### config.mk
export PLATFORM = sky130hd
export DESIGN_NAME = ws2812_pixel_feeder
export DESIGN_NICKNAME = d
export VERILOG_FILES = /design/src/rtl/ws2812_pkg.sv /design/src/rtl/ws2812_pixel_ram.sv /design/src/rtl/ws2812_pixel_feeder.sv
export SDC_FILE = /design/constraint.sdc
export NUM_CORES = 1
export LEC_CHECK = 0
export ABC_CLOCK_PERIOD_IN_PS = 6500
export BUFFER_PORTS_ARGS = -buffer_cell sky130_fd_sc_hd__buf_4
export CORE_ASPECT_RATIO = 1.5
export CORE_MARGIN = 8
export CORE_UTILIZATION = 40
export DETAILED_ROUTE_END_ITERATION = 7
export SLEW_MARGIN = 20
export SYNTH_ARGS = -nofsm -noshare
export SYNTH_HDL_FRONTEND = slang
export SYNTH_HIERARCHICAL = 1
export SYNTH_SLANG_ARGS = --single-unit
export TNS_END_PERCENT = 1
### constraint.sdc
create_clock -name clk -period 6.5 [get_ports clk]
set_input_delay 1.95 -clock clk [delete_from_list [all_inputs] [get_ports clk]]
set_output_delay 1.95 -clock clk [all_outputs]
set_load 0.01 [all_outputs]
### src/rtl/ws2812_pkg.sv
// Shared definitions for the WS2812 pixel feeder and its driver.
// Holds the pixel width, the driver bit-timing constants and the feeder FSM encoding.
package ws2812_pkg;

    localparam int PIX_W = 24;

    // Serial driver timing, nanoseconds per WS2812 datasheet
    localparam int T0H_NS  = 400;
    localparam int T1H_NS  = 800;
    localparam int TBIT_NS = 1250;
    localparam int TRST_NS = 280_000;

    typedef enum logic [1:0] {
        IDLE    = 2'd0,
        LOAD    = 2'd1,
        PRESENT = 2'd2,
        DONE    = 2'd3
    } feed_state_t;

endpackage

### src/rtl/ws2812_pixel_ram.sv
// Pixel RAM: single write port, synchronous read port (1-cycle latency).
// Ports: clk, rst_n, wr_en/wr_addr/wr_data (host), rd_en/rd_addr -> rd_data.
module ws2812_pixel_ram #(
    parameter int DEPTH  = 8,
    parameter int WIDTH  = 24,
    parameter int ADDR_W = 8,
    parameter int IDX_W  = 3
) (
    input  logic              clk,
    input  logic              rst_n,
    input  logic              wr_en,
    input  logic [ADDR_W-1:0] wr_addr,
    input  logic [WIDTH-1:0]  wr_data,
    input  logic              rd_en,
    input  logic [IDX_W-1:0]  rd_addr,
    output logic [WIDTH-1:0]  rd_data
);

    localparam logic [ADDR_W:0] DEPTH_C = (ADDR_W+1)'(DEPTH);

    logic [WIDTH-1:0] mem [2**IDX_W];
    logic             wr_ok;

    // Out-of-range host writes are dropped
    assign wr_ok = wr_en && ({1'b0, wr_addr} < DEPTH_C);

    always_ff @(posedge clk) begin
        if (wr_ok) begin
            mem[wr_addr[IDX_W-1:0]] <= wr_data;
        end
    end

    // Read register doubles as the pixel output register; it only
    // updates on rd_en so it holds still while the driver stalls.
    always_ff @(posedge clk) begin
        if (!rst_n) begin
            rd_data <= '0;
        end else if (rd_en) begin
            rd_data <= mem[rd_addr];
        end
    end

endmodule

### src/rtl/ws2812_pixel_feeder.sv
// Streams one frame of GRB pixels from the pixel RAM to the WS2812 driver per refresh tick or host request.
// Ports: host write (wr_*), frame_req, pixel stream (pix_valid/data/last, pix_ready), frame_busy, frame_done.
module ws2812_pixel_feeder
    import ws2812_pkg::*;
#(
    parameter int LED_NUM    = 8,
    parameter int DATA_WIDTH = PIX_W,
    parameter int ADDR_W     = 8,
    parameter int CLK_FRE    = 50_000_000,
    parameter int REFRESH_HZ = 50
) (
    input  logic                  clk,
    input  logic                  rst_n,
    input  logic                  wr_en,
    input  logic [ADDR_W-1:0]     wr_addr,
    input  logic [DATA_WIDTH-1:0] wr_data,
    input  logic                  frame_req,
    output logic                  pix_valid,
    output logic [DATA_WIDTH-1:0] pix_data,
    output logic                  pix_last,
    input  logic                  pix_ready,
    output logic                  frame_busy,
    output logic                  frame_done
);

    localparam int REFRESH_DIV = CLK_FRE / REFRESH_HZ;
    localparam int CNT_W = (REFRESH_DIV > 1) ? $clog2(REFRESH_DIV) : 1;
    localparam int IDX_W = (LED_NUM > 1) ? $clog2(LED_NUM) : 1;
    localparam logic [CNT_W-1:0] CNT_LAST = CNT_W'(REFRESH_DIV - 1);
    localparam logic [IDX_W-1:0] IDX_LAST = IDX_W'(LED_NUM - 1);

    feed_state_t      state;
    logic [CNT_W-1:0] refresh_cnt;
    logic [IDX_W-1:0] idx;
    logic             pending;
    logic             tick;
    logic             trig;
    logic             start;

    assign tick  = (refresh_cnt == CNT_LAST);
    assign trig  = tick || frame_req;
    // A trigger arriving while idle starts the frame directly
    assign start = (state == IDLE) && (pending || trig);

    always_ff @(posedge clk) begin
        if (!rst_n) begin
            refresh_cnt <= '0;
        end else if (tick) begin
            refresh_cnt <= '0;
        end else begin
            refresh_cnt <= refresh_cnt + 1'b1;
        end
    end

    always_ff @(posedge clk) begin
        if (!rst_n) begin
            state      <= IDLE;
            pending    <= 1'b0;
            idx        <= '0;
            pix_valid  <= 1'b0;
            pix_last   <= 1'b0;
            frame_busy <= 1'b0;
            frame_done <= 1'b0;
        end else begin
            frame_done <= 1'b0;
            // Any number of triggers during a frame collapse into one
            if (start) begin
                pending <= 1'b0;
            end else if (trig) begin
                pending <= 1'b1;
            end
            unique case (state)
                IDLE: begin
                    if (start) begin
                        idx        <= '0;
                        frame_busy <= 1'b1;
                        state      <= LOAD;
                    end
                end
                LOAD: begin
                    pix_valid <= 1'b1;
                    pix_last  <= (idx == IDX_LAST);
                    state     <= PRESENT;
                end
                PRESENT: begin
                    if (pix_ready) begin
                        pix_valid <= 1'b0;
                        if (pix_last) begin
                            pix_last   <= 1'b0;
                            frame_busy <= 1'b0;
                            frame_done <= 1'b1;
                            state      <= DONE;
                        end else begin
                            idx   <= idx + 1'b1;
                            state <= LOAD;
                        end
                    end
                end
                DONE: begin
                    state <= IDLE;
                end
            endcase
        end
    end

    ws2812_pixel_ram #(
        .DEPTH  (LED_NUM),
        .WIDTH  (DATA_WIDTH),
        .ADDR_W (ADDR_W),
        .IDX_W  (IDX_W)
    ) u_ram (
        .clk     (clk),
        .rst_n   (rst_n),
        .wr_en   (wr_en),
        .wr_addr (wr_addr),
        .wr_data (wr_data),
        .rd_en   (state == LOAD),
        .rd_addr (idx),
        .rd_data (pix_data)
    );

endmodule

== After elaboration in Yosys (flattened, before gate mapping) ==
Memory sizes are Yosys's and may differ from the RTL's. A register that Yosys moved wholly into a read port is not among the register bits.
Cells that the tools add are included.

* Logic and storage cells: 55
* Output and inout port bits: 28
* Register bits after elaboration: 30
* Memory bits (writable): 192
* Memories: 1
* Input port bits: 37

* Equal/unequal tests: 9
* Bitwise logic cells: 1
* Muxes and demuxes: 18
* Reduce and logical (&&, ||, !) cells: 15
* Add/subtract/negate cells: 2
* $lt $le $gt $ge: 1

{| class="wikitable"
|+ Memories
! name !! words !! bits a word !! read ports !! clocked after Yosys merged registers in !! write ports !! RTL line !! RTL
|-
| u_ram.mem || 8 || 24 || 1 || 1 || 1 || ws2812_pixel_ram.sv:21 || <nowiki>logic [WIDTH-1:0] mem [2**IDX_W];</nowiki>
|}

{| class="wikitable"
|+ Operators with widths
! operator !! number
|-
| adder 20 x 1 -> 20 bit (second input constant) || 1
|-
| equality test 20 bit (second input constant) || 1
|-
| 2-to-1 mux 3 bit || 3
|-
| less-than comparator 8 x 4 -> 1 bit (second input constant) || 1
|-
| inequality test 2 bit (second input constant) || 4
|-
| case mux 2 bit (4 select lines) || 1
|-
| AND reduction 4 bit || 2
|-
| 2-to-1 mux 1 bit || 7
|-
| 2-to-1 mux 2 bit || 3
|-
| case mux 1 bit (2 select lines) || 3
|-
| case mux 3 bit (2 select lines) || 1
|-
| equality test 2 bit (second input constant) || 2
|-
| AND reduction 2 bit || 2
|-
| nonzero test 2 bit || 2
|-
| OR reduction 2 bit || 2
|-
| adder 3 x 1 -> 3 bit (second input constant) || 1
|-
| equality test 3 bit (second input constant) || 1
|-
| AND reduction 3 bit || 1
|-
| equality test 2 x 1 -> 1 bit (second input constant) || 1
|-
| logical AND 1 bit || 2
|-
| logical NOT 2 bit || 1
|-
| logical OR 1 bit || 2
|-
| logical NOT 1 bit || 1
|-
| inverter 1 bit || 1
|}

== Depth between registers and ports, before layout ==
* Depth after elaboration: 6
* Depth in mapped cells: 7
* Mapped depth without buffers: 5

== By module ==
The synthesis kept the hierarchy.

{| class="wikitable"
|+ Modules (own cells, without submodules)
! module !! area an instance (um^2) !! instances !! cells each !! seq. area each (um^2)
|-
| ws2812_pixel_ram || 8224.1 || 1 || 454 || 6246.0
|-
| ws2812_pixel_feeder || 1387.6 || 1 || 161 || 600.6
|}

== Worst setup path after synthesis ==
OpenSTA, ideal clock, no wires.

* Path kind: input to register
* From: input wr_addr[7]
* To: memory u_ram.mem[2][0], enable pin
* Library setup time: 0.435 ns
* Data required time: 6.065 ns
* Data arrival time: 4.171 ns
* Slack: 1.894 ns
* Buffers on the path: 0
* Stages: 3
* Cell sequence: nor4_1 nand4b_1 nor3_1

* Word-level cells in the longest chain between the ends: 4

{| class="wikitable"
|+ RTL lines
! item !! RTL line !! RTL
|-
| from (decl) || ws2812_pixel_feeder.sv:15 || <nowiki>input logic [ADDR_W-1:0] wr_addr,</nowiki>
|-
| less-than comparator 8 x 4 -> 1 bit || ws2812_pixel_ram.sv:25 || <nowiki>assign wr_ok = wr_en && ({1'b0, wr_addr} < DEPTH_C);</nowiki>
|-
| logical AND 1 bit || ws2812_pixel_ram.sv:25 ||
|-
| 2-to-1 mux 1 bit || ws2812_pixel_ram.sv:28 || <nowiki>if (wr_ok) begin</nowiki>
|-
| 2-to-1 mux 1 bit (implied by the code) || ws2812_pixel_ram.sv:29 || <nowiki>mem[wr_addr[IDX_W-1:0]] <= wr_data;</nowiki>
|-
| to (decl) || ws2812_pixel_ram.sv:21 ||
|}

Every way passes these cells.

== Worst setup path in the final report ==
* From: input wr_addr[7]
* To: memory u_ram.mem[2][11], enable pin

The elaborated chain is that of the path after synthesis.

==> results.toml <==
[run_status]
status = "finished, final reports clean"

[routing]
wl_per_cell_um = 19.03
via_count = 5383
drt-initial-drc-count = 245
wirelength_um = 19490
drtPass1Iterations = 4
route.detailed.drc = 0
ant_nets = 0
avgViaCountPerCell = 5.257

[critical_path]
arrival_ns = 3.35
start_kind = "input pin"
required_ns = 6.66
worst_setup_path_end_kind = "flop"
timing.rr.start = "idx[0]"
critPathMaxFanout = 24
rrSetupSlack_ns = 3.95
reg2reg_to = "u_ram/rd_data[11]"
path_class = "input pin to flop"
reg2reg_depth = 4

[clocking]
post_cts_buffers = 0
cts_max_path_buffers = 3
holdBufCountCts = 0
cts.repair.resized = 0
insertion_delay_ns = 0.51
cts.htree.levels = 1
cts_num_sinks = 246
cts_root_buf = "clkbuf_16"
cts_buffers = 24
clk_pin_slew_worst_paths_ns = 0.06
cts_tree = "done"

[timing]
fin_crit_sh = 0.4908
slew-limit-headroom = 0.2751
skew_ns = 0.01893
hold_viol_final = 0
timing.setup.tns_ns = 0
fmax_ghz = 0.3134
min_period_ns = 3.190
setup_viol = 0
rsz0062_at_grt = "no"
drv_slew = 0
timing_worst_slew_pin_value_ns = 1.085

[global_routing]
grt_pass1_vias = 5675
grt_pass1_wl_um = 30540
track_usage = 0.1335
grt-ovfl-total = 0
grt_max_degree = 55
antenna_found_initial = 0

[place]
gp_congestion = 0.7744
detailed_place_hpwl_um = 11780
dp_cells = 979
portBuffers = 64

[synth]
async_flop_share = 0
synth_edf_count = 192
ys_warn_count = 6
syn-instance-count = 615
synth-seq-cells = 246
syn_area_per_cell_um2 = 15.63
synth_nets = 655
synthesis.area_um2 = 9612
synth-main-ff-cell = "edfxtp_1"
yosysSeqAreaShare = 0.7123
yosys.cell_types.count = 53

[die]
ios = 65
chipHeight_um = 205.9
dieWidth_um = 142.6
dieArea_um2 = 29350
initial_core_util = 0.4063
core_region_area_um2 = 23660
rows = 69

[finish]
instances_no_fill = 1024
drive_gt1_frac = 0.2567
diodes = 0
post-route-util = 0.4738
syn_to_final_growth_pct = 16.60
fin_nets = 727

[power]
powerDensity_nw_per_um2 = 291.1
ir_drop_mv = 0.1706
p_leak_nw = 3.677

[hold_path]
min_path_type = "flop to flop"
hp-start = "refresh_cnt[18]"
hold_end = "refresh_cnt[18]"
holdPathStages = 2

[job]
maxCapViolCount = 0
-- registers in the layout, summed over array words and instances (netlist names) --
register	count
state	2
idx	3
pix_last	1
u_ram/rd_data	24
u_ram/mem	192
refresh_cnt	20
frame_done	1
pix_valid	1
pending	1
frame_busy	1
-- critical path: stages --
cell	delay, ns
buf_4	0.11
nor4_1	0.37
nand4b_1	0.32
nor3_2	0.18
buf_4	0.40
-- final cells by class --
class,instances,area (µm²)
multi-input combinational,331,2537
clock buffer,32,681.9
tap,319,399.1
clock inverter,12,110.1
sequential,246,6850
timing repair buffer,78,605.6
fill,2072,12450
inverter,6,22.52
-- through the flow --
| stage | worst slack (ns) | hold WS (ns) | power (mW) | instance area [µm²] |
|---|---|---|---|---|
| floorplan | 1.894 | 0.4414 | 1.847 | 9612 |
| global placement | 2.843 | 0.4599 | 1.917 | 10390 |
| detailed placement | 2.767 | 0.4688 | 1.923 | 10390 |
| CTS | 3.313 | 0.4799 | 3.298 | 11180 |
| global route | 3.130 | 0.5028 | 3.368 | 11210 |
| finish | 3.310 | 0.4794 | 3.262 | 11210 |
-- kinds of logic (layout without fill, tap and decap cells) --
group / after synthesis / count (layout) / share of synthesized area
AND/OR/NAND/NOR: 96 / 96 / 0.05428
adder cells (fa/ha/maj): 3 / 3 / 0.003906
multiplexers: 99 / 99 / 0.1093
buffers and inverters: 38 / 128 / 0.02760
AO/OA/AOI/OAI: 122 / 122 / 0.08253
flip-flops: 246 / 246 / 0.7123
XOR/XNOR: 11 / 11 / 0.01002
-- power breakdown --
group	switching, mW	leakage, nW	internal (mW)
sequential	0.0200	2.17	1.72
clock	0.557	0.387	0.815
combinational	0.0801	1.12	0.0732
-- worst max path at each step --
stage	startpoint	to	slack, ns
after floorplan	wr_addr[7]	u_ram/mem[2][0]	1.89
after global placement	wr_addr[7]	u_ram/mem[2][17]	2.84
after detailed placement	wr_addr[7]	u_ram/mem[2][17]	2.77
after CTS	wr_addr[7]	u_ram/mem[2][11]	3.31
after global routing	wr_addr[7]	u_ram/mem[2][11]	3.13
final	wr_addr[7]	u_ram/mem[2][11]	3.31
-- cell usage after synthesis, types with 2 or more instances --
cell type / count / share of area
xnor2_1: 6 / 0.0055
o221ai_1: 7 / 0.0064
o21ai_0: 32 / 0.017
ha_1: 3 / 0.0039
xor2_1: 5 / 0.0046
nand2_1: 19 / 0.0074
or4_4: 2 / 0.0023
o22ai_1: 17 / 0.011
a21oi_1: 31 / 0.016
buf_8: 2 / 0.0031
buf_6: 3 / 0.0035
nor4_1: 2 / 0.0013
buf_12: 3 / 0.0062
dfxtp_1: 54 / 0.11
nand4b_1: 2 / 0.0018
clkbuf_1: 17 / 0.0066
nor3_1: 10 / 0.0052
a221o_1: 17 / 0.018
mux2i_1: 51 / 0.053
nand3_1: 8 / 0.0042
nor2b_1: 2 / 0.0013
o21a_1: 2 / 0.0016
buf_2: 4 / 0.0021
clkbuf_8: 2 / 0.0029
nor2_1: 27 / 0.011
or3_1: 3 / 0.0020
edfxtp_1: 192 / 0.60
nand4_1: 3 / 0.0020
inv_1: 6 / 0.0023
a22oi_1: 7 / 0.0055
nand2b_1: 5 / 0.0033
mux2_2: 48 / 0.056
and3_1: 2 / 0.0013
or4_1: 2 / 0.0016
-- cell usage in the layout, fill, tap and decap left out, types with 17 or more instances in the layout --
cell type  netlist  routed
a221o_1         17      17
a21oi_1         31      31
o21ai_0         32      32
dfxtp_1         54      53
edfxtp_1       192     192
mux2_2          48      48
nor2_1          27      20
clkbuf_16        0      25
buf_4            1      77
mux2i_1         51      51
nand2_1         19      19
o22ai_1         17      17
-- layer usage --
metal	track usage	routed length, µm	up-vias	part of all wire
met5	0	0	-	0
met4	0.04648	444	0	0.023
met3	0.02197	754	28	0.039
met2	0.2532	10620	93	0.55
met1	0.1461	7664	2719	0.39
li1	-	-	2543	-
(Power assumes the default switching activity.)
